**config.mk**
```make
export PLATFORM = sky130hd
export DESIGN_NAME = inverted_bit_deserializer
export DESIGN_NICKNAME = d
export VERILOG_FILES = /design/src/rtl/inverted_bit_deserializer.sv
export SDC_FILE = /design/constraint.sdc
export NUM_CORES = 1
export LEC_CHECK = 0
export CORE_ASPECT_RATIO = 0.9
export CORE_MARGIN = 5
export CORE_UTILIZATION = 35
export CTS_CLUSTER_SIZE = 25
export DETAILED_ROUTE_END_ITERATION = 10
export GPL_TIMING_DRIVEN = 0
export SLEW_MARGIN = 20
export SYNTH_ARGS = -nofsm -noshare
export SYNTH_HDL_FRONTEND = slang
export SYNTH_SLANG_ARGS = --single-unit
export TNS_END_PERCENT = 100
```
**constraint.sdc**
```tcl
create_clock -name clk -period 1.83 [get_ports clk]
set_input_delay 0.366 -clock clk [delete_from_list [all_inputs] [get_ports clk]]
set_output_delay 0.366 -clock clk [all_outputs]
set_load 0.03 [all_outputs]
```
**src/rtl/inverted_bit_deserializer.sv**
```systemverilog
// Start/stop framed deserializer for an inverted serial line; word appears 1 clock after the stop sample.
// Single-entry output register: a word completing while it is still full is dropped and flags sticky overflow.
module inverted_bit_deserializer #(
    parameter int WIDTH     = 8,
    parameter bit LSB_FIRST = 1'b1
) (
    input  logic             clk,
    input  logic             rst,
    input  logic             line_in,
    input  logic             bit_en,
    output logic [WIDTH-1:0] out_data,
    output logic             out_valid,
    input  logic             out_ready,
    output logic             framing_error,
    output logic             overflow
);
    localparam int CW = (WIDTH > 1) ? $clog2(WIDTH) : 1;
    localparam logic [CW-1:0] LAST_CNT = CW'(WIDTH - 1);

    typedef enum logic [1:0] {
        IDLE = 2'd0,
        DATA = 2'd1,
        STOP = 2'd2
    } state_t;

    state_t           state_q, state_d;
    logic [CW-1:0]    cnt_q, cnt_d;
    logic [WIDTH-1:0] sr_q, sr_d;
    logic [WIDTH-1:0] out_data_q, out_data_d;
    logic             out_valid_q, out_valid_d;
    logic             framing_error_q, framing_error_d;
    logic             overflow_q, overflow_d;

    logic             d_bit;
    logic             stop_good;
    logic             deliver;
    int unsigned      bit_pos;

    assign d_bit = ~line_in;

    always_comb begin
        state_d         = state_q;
        cnt_d           = cnt_q;
        sr_d            = sr_q;
        out_data_d      = out_data_q;
        out_valid_d     = out_valid_q;
        framing_error_d = 1'b0;
        overflow_d      = overflow_q;
        stop_good       = 1'b0;
        deliver         = 1'b0;
        bit_pos         = LSB_FIRST ? 32'(cnt_q) : 32'(WIDTH - 1) - 32'(cnt_q);

        if (bit_en) begin
            case (state_q)
                IDLE: begin
                    if (d_bit) begin
                        state_d = DATA;
                        cnt_d   = '0;
                    end
                end
                DATA: begin
                    for (int i = 0; i < WIDTH; i++) begin
                        if (bit_pos == i) begin
                            sr_d[i] = d_bit;
                        end
                    end
                    if (cnt_q == LAST_CNT) begin
                        state_d = STOP;
                        cnt_d   = '0;
                    end else begin
                        cnt_d = cnt_q + 1'b1;
                    end
                end
                STOP: begin
                    state_d = IDLE;
                    if (d_bit) begin
                        framing_error_d = 1'b1;
                    end else begin
                        stop_good = 1'b1;
                    end
                end
                default: state_d = IDLE;
            endcase
        end

        // A consumer pop in the same cycle frees the register for the new word.
        if (stop_good) begin
            if (!out_valid_q || out_ready) begin
                deliver = 1'b1;
            end else begin
                overflow_d = 1'b1;
            end
        end

        if (deliver) begin
            out_data_d  = sr_q;
            out_valid_d = 1'b1;
        end else if (out_valid_q && out_ready) begin
            out_valid_d = 1'b0;
        end
    end

    always_ff @(posedge clk or posedge rst) begin
        if (rst) begin
            state_q         <= IDLE;
            cnt_q           <= '0;
            sr_q            <= '0;
            out_data_q      <= '0;
            out_valid_q     <= 1'b0;
            framing_error_q <= 1'b0;
            overflow_q      <= 1'b0;
        end else begin
            state_q         <= state_d;
            cnt_q           <= cnt_d;
            sr_q            <= sr_d;
            out_data_q      <= out_data_d;
            out_valid_q     <= out_valid_d;
            framing_error_q <= framing_error_d;
            overflow_q      <= overflow_d;
        end
    end

    assign out_data      = out_data_q;
    assign out_valid     = out_valid_q;
    assign framing_error = framing_error_q;
    assign overflow      = overflow_q;
endmodule

```
==> impl_metrics.py, run 1 <==
metrics = {
    "clocking": {
        "cts_tree": "done",
        "cts_root_buf": "clkbuf_4",
        "cts_resized": 0,
        "clock_latency_ps": 310,
        "cts-buffers-inserted": 3,
        "clkSinkCount": 24,
        "holdBufCountCts": 0,
        "htree_levels": 1,
        "post-cts-setup-buffers": 0,
        "clockBufferDepth": 2,
        "clkTransAtPathRegs_ps": 130,
    },
    "setup_path": {
        "cpLargestDelayFamily": "buffers and inverters",
        "cp.arrival_ps": 1360,
        "path_cells": "clkdlybuf4s50_1",
        "r2r_end": "cnt_q[0]",
        "cpPeakStageDelay_ps": 670,
        "r2r_slack_ps": 260,
        "crit_path_end": "out_data[5]",
        "required_ps": 1460,
        "critical_path_depth": 1,
        "startpoint": "out_data[5]",
        "critPathLaunchType": "flop",
        "crit_path_max_fanout": 2,
        "cp_slowest_cell": "clkdlybuf4s50_1",
        "end_kind": "primary output",
        "criticalPathCategory": "flop to primary output",
        "r2r.worst_path.cells": 4,
        "cp.buffers_inverters": 1,
        "worstReg2RegStart": "cnt_q[1]",
    },
    "power": {
        "p_comb_frac": 0.300,
        "pwr-share-clk": 0.232,
        "power.internal_mw": 1.15,
        "power_density_nw_per_um2": 1210,
        "ir_drop_uv": 662,
        "swShare": 0.296,
        "power.switching_mw": 0.483,
        "power.share.sequential": 0.468,
        "total_leakage_power_nw": 0.625,
    },
    "detailed_routing": {
        "routedWlPerCell_um": 11.7,
        "dr.first_iter.drc_count": 23,
        "ant_nets": 0,
        "route.vias.total": 692,
        "drtPass1Iterations": 4,
        "drc_errors": 0,
        "vias_per_cell": 4.71,
        "wl_mm": 1.72,
    },
    "synth": {
        "seq_area_frac_synth": 0.544,
        "avgSynthCellArea_um2": 12.7,
        "synth-seq-cells": 24,
        "synthFlopType": "dfrtp_1",
        "yosysWarnings": 0,
        "synth_area_um2": 1100,
        "syn_inst": 87,
        "yosysUniqueCellTypes": 26,
        "synth-edff-count": 0,
        "synth.most_common_cell": "dfrtp_1",
        "synthTopCellsByCount": "dfrtp_1, mux2_2, inv_1, nand2_1, ha_1",
        "ys_async_sr_fraction": 1.00,
        "syn_nets": 98,
        "yosysTopAreaCellShare": 0.544,
        "yosysTopAreaCell": "dfrtp_1",
        "synthTopCellsByArea": "dfrtp_1, mux2_2, ha_1",
    },
    "timing": {
        "hold_viol_final": 0,
        "worst_pin_slew_ps": 853,
        "setup_viol": 0,
        "finalCriticalPeriod_ps": 1720,
        "slew_violations": 0,
        "rsz0062_at_grt": "no",
        "slew_headroom": 0.431,
        "fin_worst_skew_ps": 8.59,
        "min_period_over_period": 0.941,
        "fmax_mhz": 581,
    },
    "floorplanning": {
        "ios": 16,
        "dieHeight_um": 63.3,
        "fp.dieArea_um2": 4380,
        "core_um2": 3040,
        "dieWidth_um": 69.2,
        "start_util": 0.363,
        "num_rows": 19,
    },
    "global_route": {
        "overflow": 0,
        "grt_use_met2": 0.145,
        "gr-usage-met3": 0.0461,
        "grt_max_degree": 25,
        "antenna_found_initial": 0,
        "grt_use_total": 0.0886,
        "first_global_vias": 694,
        "grt.busiest_layer": "met2",
        "grt_pass1_wl_mm": 3.18,
        "gr-usage-met1": 0.105,
    },
    "finish": {
        "final_core_util": 0.444,
        "fin_nets": 117,
        "drive_gt1_frac": 0.219,
        "multi_input_area_um2": 445,
        "fin_area_um2": 1350,
        "n_antenna_cell": 0,
        "n_fill_cell": 308,
        "regArea_um2": 601,
        "area_growth_pct": 22.2,
        "stdcell_count": 147,
    },
    "run": {
        "maxCapViolCount": 0,
    },
    "place": {
        "gp_congestion": 0.812,
        "place_hpwl_mm": 1.34,
        "place_area_um2": 1300,
        "post-place-cells": 143,
        "port_buffers": 14,
    },
    "run_status": {
        "status": "completed",
    },
    "min_path": {
        "hp-class": "input pin to flop",
        "hp-start": "bit_en",
    },
}
-- state kept, by name (all words and copies together), names as in the netlist --
name,flops
cnt_q,3
out_valid,1
state_q,2
sr_q,8
framing_error,1
out_data,8
overflow,1
-- placed cells by master (no fill, tap or decap), types with 3 or more instances in the layout --
cell type	n
clkbuf_4	3
clkdlybuf4s50_1	14
dfrtp_1	24
ha_1	6
inv_1	7
mux2_2	14
nand2_1	7
nand4b_1	3
nor3_1	3
o21ai_0	5
-- power by group through the flow --
stage | combinational [mW] | clock (mW) | sequential [mW]
final | 0.490 | 0.378 | 0.763
after global routing | 0.556 | 0.407 | 0.787
after CTS | 0.499 | 0.388 | 0.765
after detailed placement | 0.495 | 0 | 0.777
after global placement | 0.485 | 0 | 0.766
after floorplan | 0.345 | 0 | 0.791
-- cells by family after synthesis --
logic type | Yosys count | synth area share
adder cells (fa/ha/maj) | 6 | 0.0679
buffers and inverters | 10 | 0.0532
AND/OR/NAND/NOR | 22 | 0.120
AO/OA/AOI/OAI | 10 | 0.0589
multiplexers | 15 | 0.156
flip-flops | 24 | 0.544
-- metrics by stage --
| step | setup WS (ps) | total power [mW] | hold slack [ps] | TNS (ps) |
|---|---|---|---|---|
| after floorplan | 404 | 1.14 | 381 | 0 |
| after CTS | 86.1 | 1.65 | 244 | 0 |
| after global placement | -139 | 1.25 | 457 | -1210 |
| after global routing | 27.8 | 1.75 | 238 | 0 |
| after detailed placement | -149 | 1.27 | 464 | -1270 |
| final | 108 | 1.63 | 249 | 0 |
-- layout make-up --
type / count / share of cell area
plain buffers: 3 / 0.0241
clock buffers: 3 / 0.0167
clock inverters: 1 / 0.0222
inverters: 7 / 0.0195
multi-input cells: 53 / 0.330
flip-flops and latches: 24 / 0.445
well taps: 42 / 0.0389
repair buffers: 14 / 0.104
-- routing by layer --
| layer | share of wire | vias up |
|---|---|---|
| li1 | - | 339 |
| met1 | 0.45 | 337 |
| met2 | 0.47 | 14 |
| met3 | 0.069 | 2 |
| met4 | 0.0064 | 0 |
| met5 | 0 | - |
-- how the worst min path moves through the flow --
stage,end,slack [ps],depth (start not counted)
2_1_floorplan,cnt_q[0],380,1
3_3_place_gp,overflow,460,1
4_1_cts,state_q[1],240,2
6_report,state_q[1],250,2
3_5_place_dp,overflow,460,1
5_1_grt,state_q[1],240,2
(Power assumes the default switching activity.)
==> inputs of run 2 (changes only) <==
CORE_UTILIZATION = 45   (was 35)
PLACE_DENSITY = 0.68   (was unset)
==> run 2 against run 1 <==
  * Utilization up 10 points
  * Clock skew fell by 1.8 ps
  * Power decreased by 6.3%
  * Via count stayed put
  * Combinational power about the same
  * Global-route usage up 2.0 points
  * Flip-flop and latch count did not move
  * Critical path type unchanged
==> impl_metrics.py, run 2 (synthesis gave the netlist of run 1 again) <==
metrics = {
    "clocking": {
        "cts-buffers-inserted": 3,
        "htree_levels": 1,
        "post-cts-setup-buffers": 0,
        "cts_tree": "done",
        "clockBufferDepth": 2,
        "holdBufCountCts": 0,
        "clkTransAtPathRegs_ps": 130,
        "clkSinkCount": 24,
        "cts_root_buf": "clkbuf_4",
        "cts_resized": 0,
        "clock_latency_ps": 310,
    },
    "setup_path": {
        "criticalPathCategory": "flop to primary output",
        "r2r_slack_ps": 250,
        "cp_slowest_cell": "clkdlybuf4s50_1",
        "cp.arrival_ps": 1350,
        "required_ps": 1460,
        "cp.buffers_inverters": 1,
        "cpPeakStageDelay_ps": 670,
        "path_cells": "clkdlybuf4s50_1",
        "worstReg2RegStart": "cnt_q[0]",
        "r2r_end": "cnt_q[0]",
        "critPathLaunchType": "flop",
        "end_kind": "primary output",
        "crit_path_max_fanout": 2,
        "cpLargestDelayFamily": "buffers and inverters",
        "r2r.worst_path.cells": 4,
    },
    "timing": {
        "holdWs_ps": 259,
        "fmax_mhz": 581,
        "rsz0062_at_grt": "no",
        "hold_viol_final": 0,
        "finalCriticalPeriod_ps": 1720,
        "slew_headroom": 0.413,
        "worst_pin_slew_ps": 880,
        "fin_worst_skew_ps": 6.81,
        "min_period_over_period": 0.940,
        "setup_viol": 0,
        "slew_violations": 0,
    },
    "finish": {
        "n_fill_cell": 201,
        "layout_commonest_cell": "dfrtp_1",
        "final_cell_mix": "dfrtp_1, mux2_2, clkdlybuf4s50_1",
        "area_growth_pct": 19.1,
        "multi_input_area_um2": 445,
        "drive_gt1_frac": 0.219,
        "fin_area_um2": 1320,
        "regArea_um2": 601,
        "fin_nets": 117,
        "n_antenna_cell": 0,
        "stdcell_count": 133,
    },
    "place": {
        "place_area_um2": 1280,
        "place_hpwl_mm": 1.33,
        "post-place-cells": 129,
        "gp_congestion": 0.774,
        "port_buffers": 14,
    },
    "global_route": {
        "grt_max_degree": 25,
        "grt_use_total": 0.108,
        "grt_pass1_wl_mm": 3.17,
        "overflow": 0,
        "antenna_found_initial": 0,
        "first_global_vias": 707,
    },
    "detailed_routing": {
        "vias_per_cell": 5.20,
        "ant_nets": 0,
        "route.vias.total": 692,
        "drtPass1Iterations": 2,
        "dr.first_iter.drc_count": 7,
        "drc_errors": 0,
        "wl_mm": 1.75,
        "routedWlPerCell_um": 13.2,
    },
    "floorplanning": {
        "start_util": 0.460,
        "dieWidth_um": 62.2,
        "core_um2": 2400,
        "fp.dieArea_um2": 3550,
        "dieHeight_um": 57.0,
        "num_rows": 17,
        "ios": 16,
    },
    "power": {
        "power.switching_mw": 0.479,
        "swShare": 0.313,
        "power.share.sequential": 0.500,
        "power_mw": 1.53,
        "ir_drop_uv": 789,
        "total_leakage_power_nw": 0.618,
        "p_comb_frac": 0.320,
        "pwr-share-clk": 0.180,
        "power.internal_mw": 1.05,
        "power_density_nw_per_um2": 1160,
    },
    "min_path": {
        "hp-start": "bit_en",
        "hold_depth": 2,
        "whs_endpoint": "state_q[1]",
        "hp-class": "input pin to flop",
    },
    "run_status": {
        "status": "completed",
    },
    "run": {
        "maxCapViolCount": 0,
    },
}
run 2: power by group through the flow:
stage          sequential, mW  combinational, mW  clock (mW)
6_report                0.765              0.488       0.276
2_1_floorplan           0.791              0.345           0
3_5_place_dp            0.778              0.497           0
4_1_cts                 0.766              0.498       0.289
3_3_place_gp            0.766              0.482           0
5_1_grt                 0.785              0.553       0.307
run 2: routing by layer:
layer,vias to the layer above,global-route usage,share of wire
met3,2,0.0335,0.047
met2,12,0.179,0.47
li1,337,-,-
met4,0,0.0372,0.0097
met5,-,0,0
met1,341,0.135,0.48
run 2: layout make-up:
| cell class | count | area share |
|---|---|---|
| timing repair buffer | 14 | 0.106 |
| sequential | 24 | 0.456 |
| multi-input combinational | 53 | 0.338 |
| clock buffer | 4 | 0.0276 |
| tap | 28 | 0.0266 |
| inverter | 7 | 0.0200 |
| buffer | 3 | 0.0247 |
run 2: worst max path at each step:
stage          cells past startpoint           to        from  slack [ps]
6_report                           1     overflow    overflow         110
3_5_place_dp                       5  out_data[1]     line_in        -130
3_3_place_gp                       5  out_data[1]     line_in        -110
5_1_grt                            1     overflow    overflow          50
2_1_floorplan                      5  out_data[0]  state_q[0]         400
4_1_cts                            1     overflow    overflow          90
run 2: through the flow:
stage / setup TNS, ps / setup slack (ps) / utilization
after global routing: 0 / 49.7 / 0.548
after detailed placement: -1050 / -131 / 0.533
after global placement: -948 / -110 / 0.533
after floorplan: 0 / 404 / -
after CTS: 0 / 89.6 / 0.548
final: 0 / 109 / 0.548
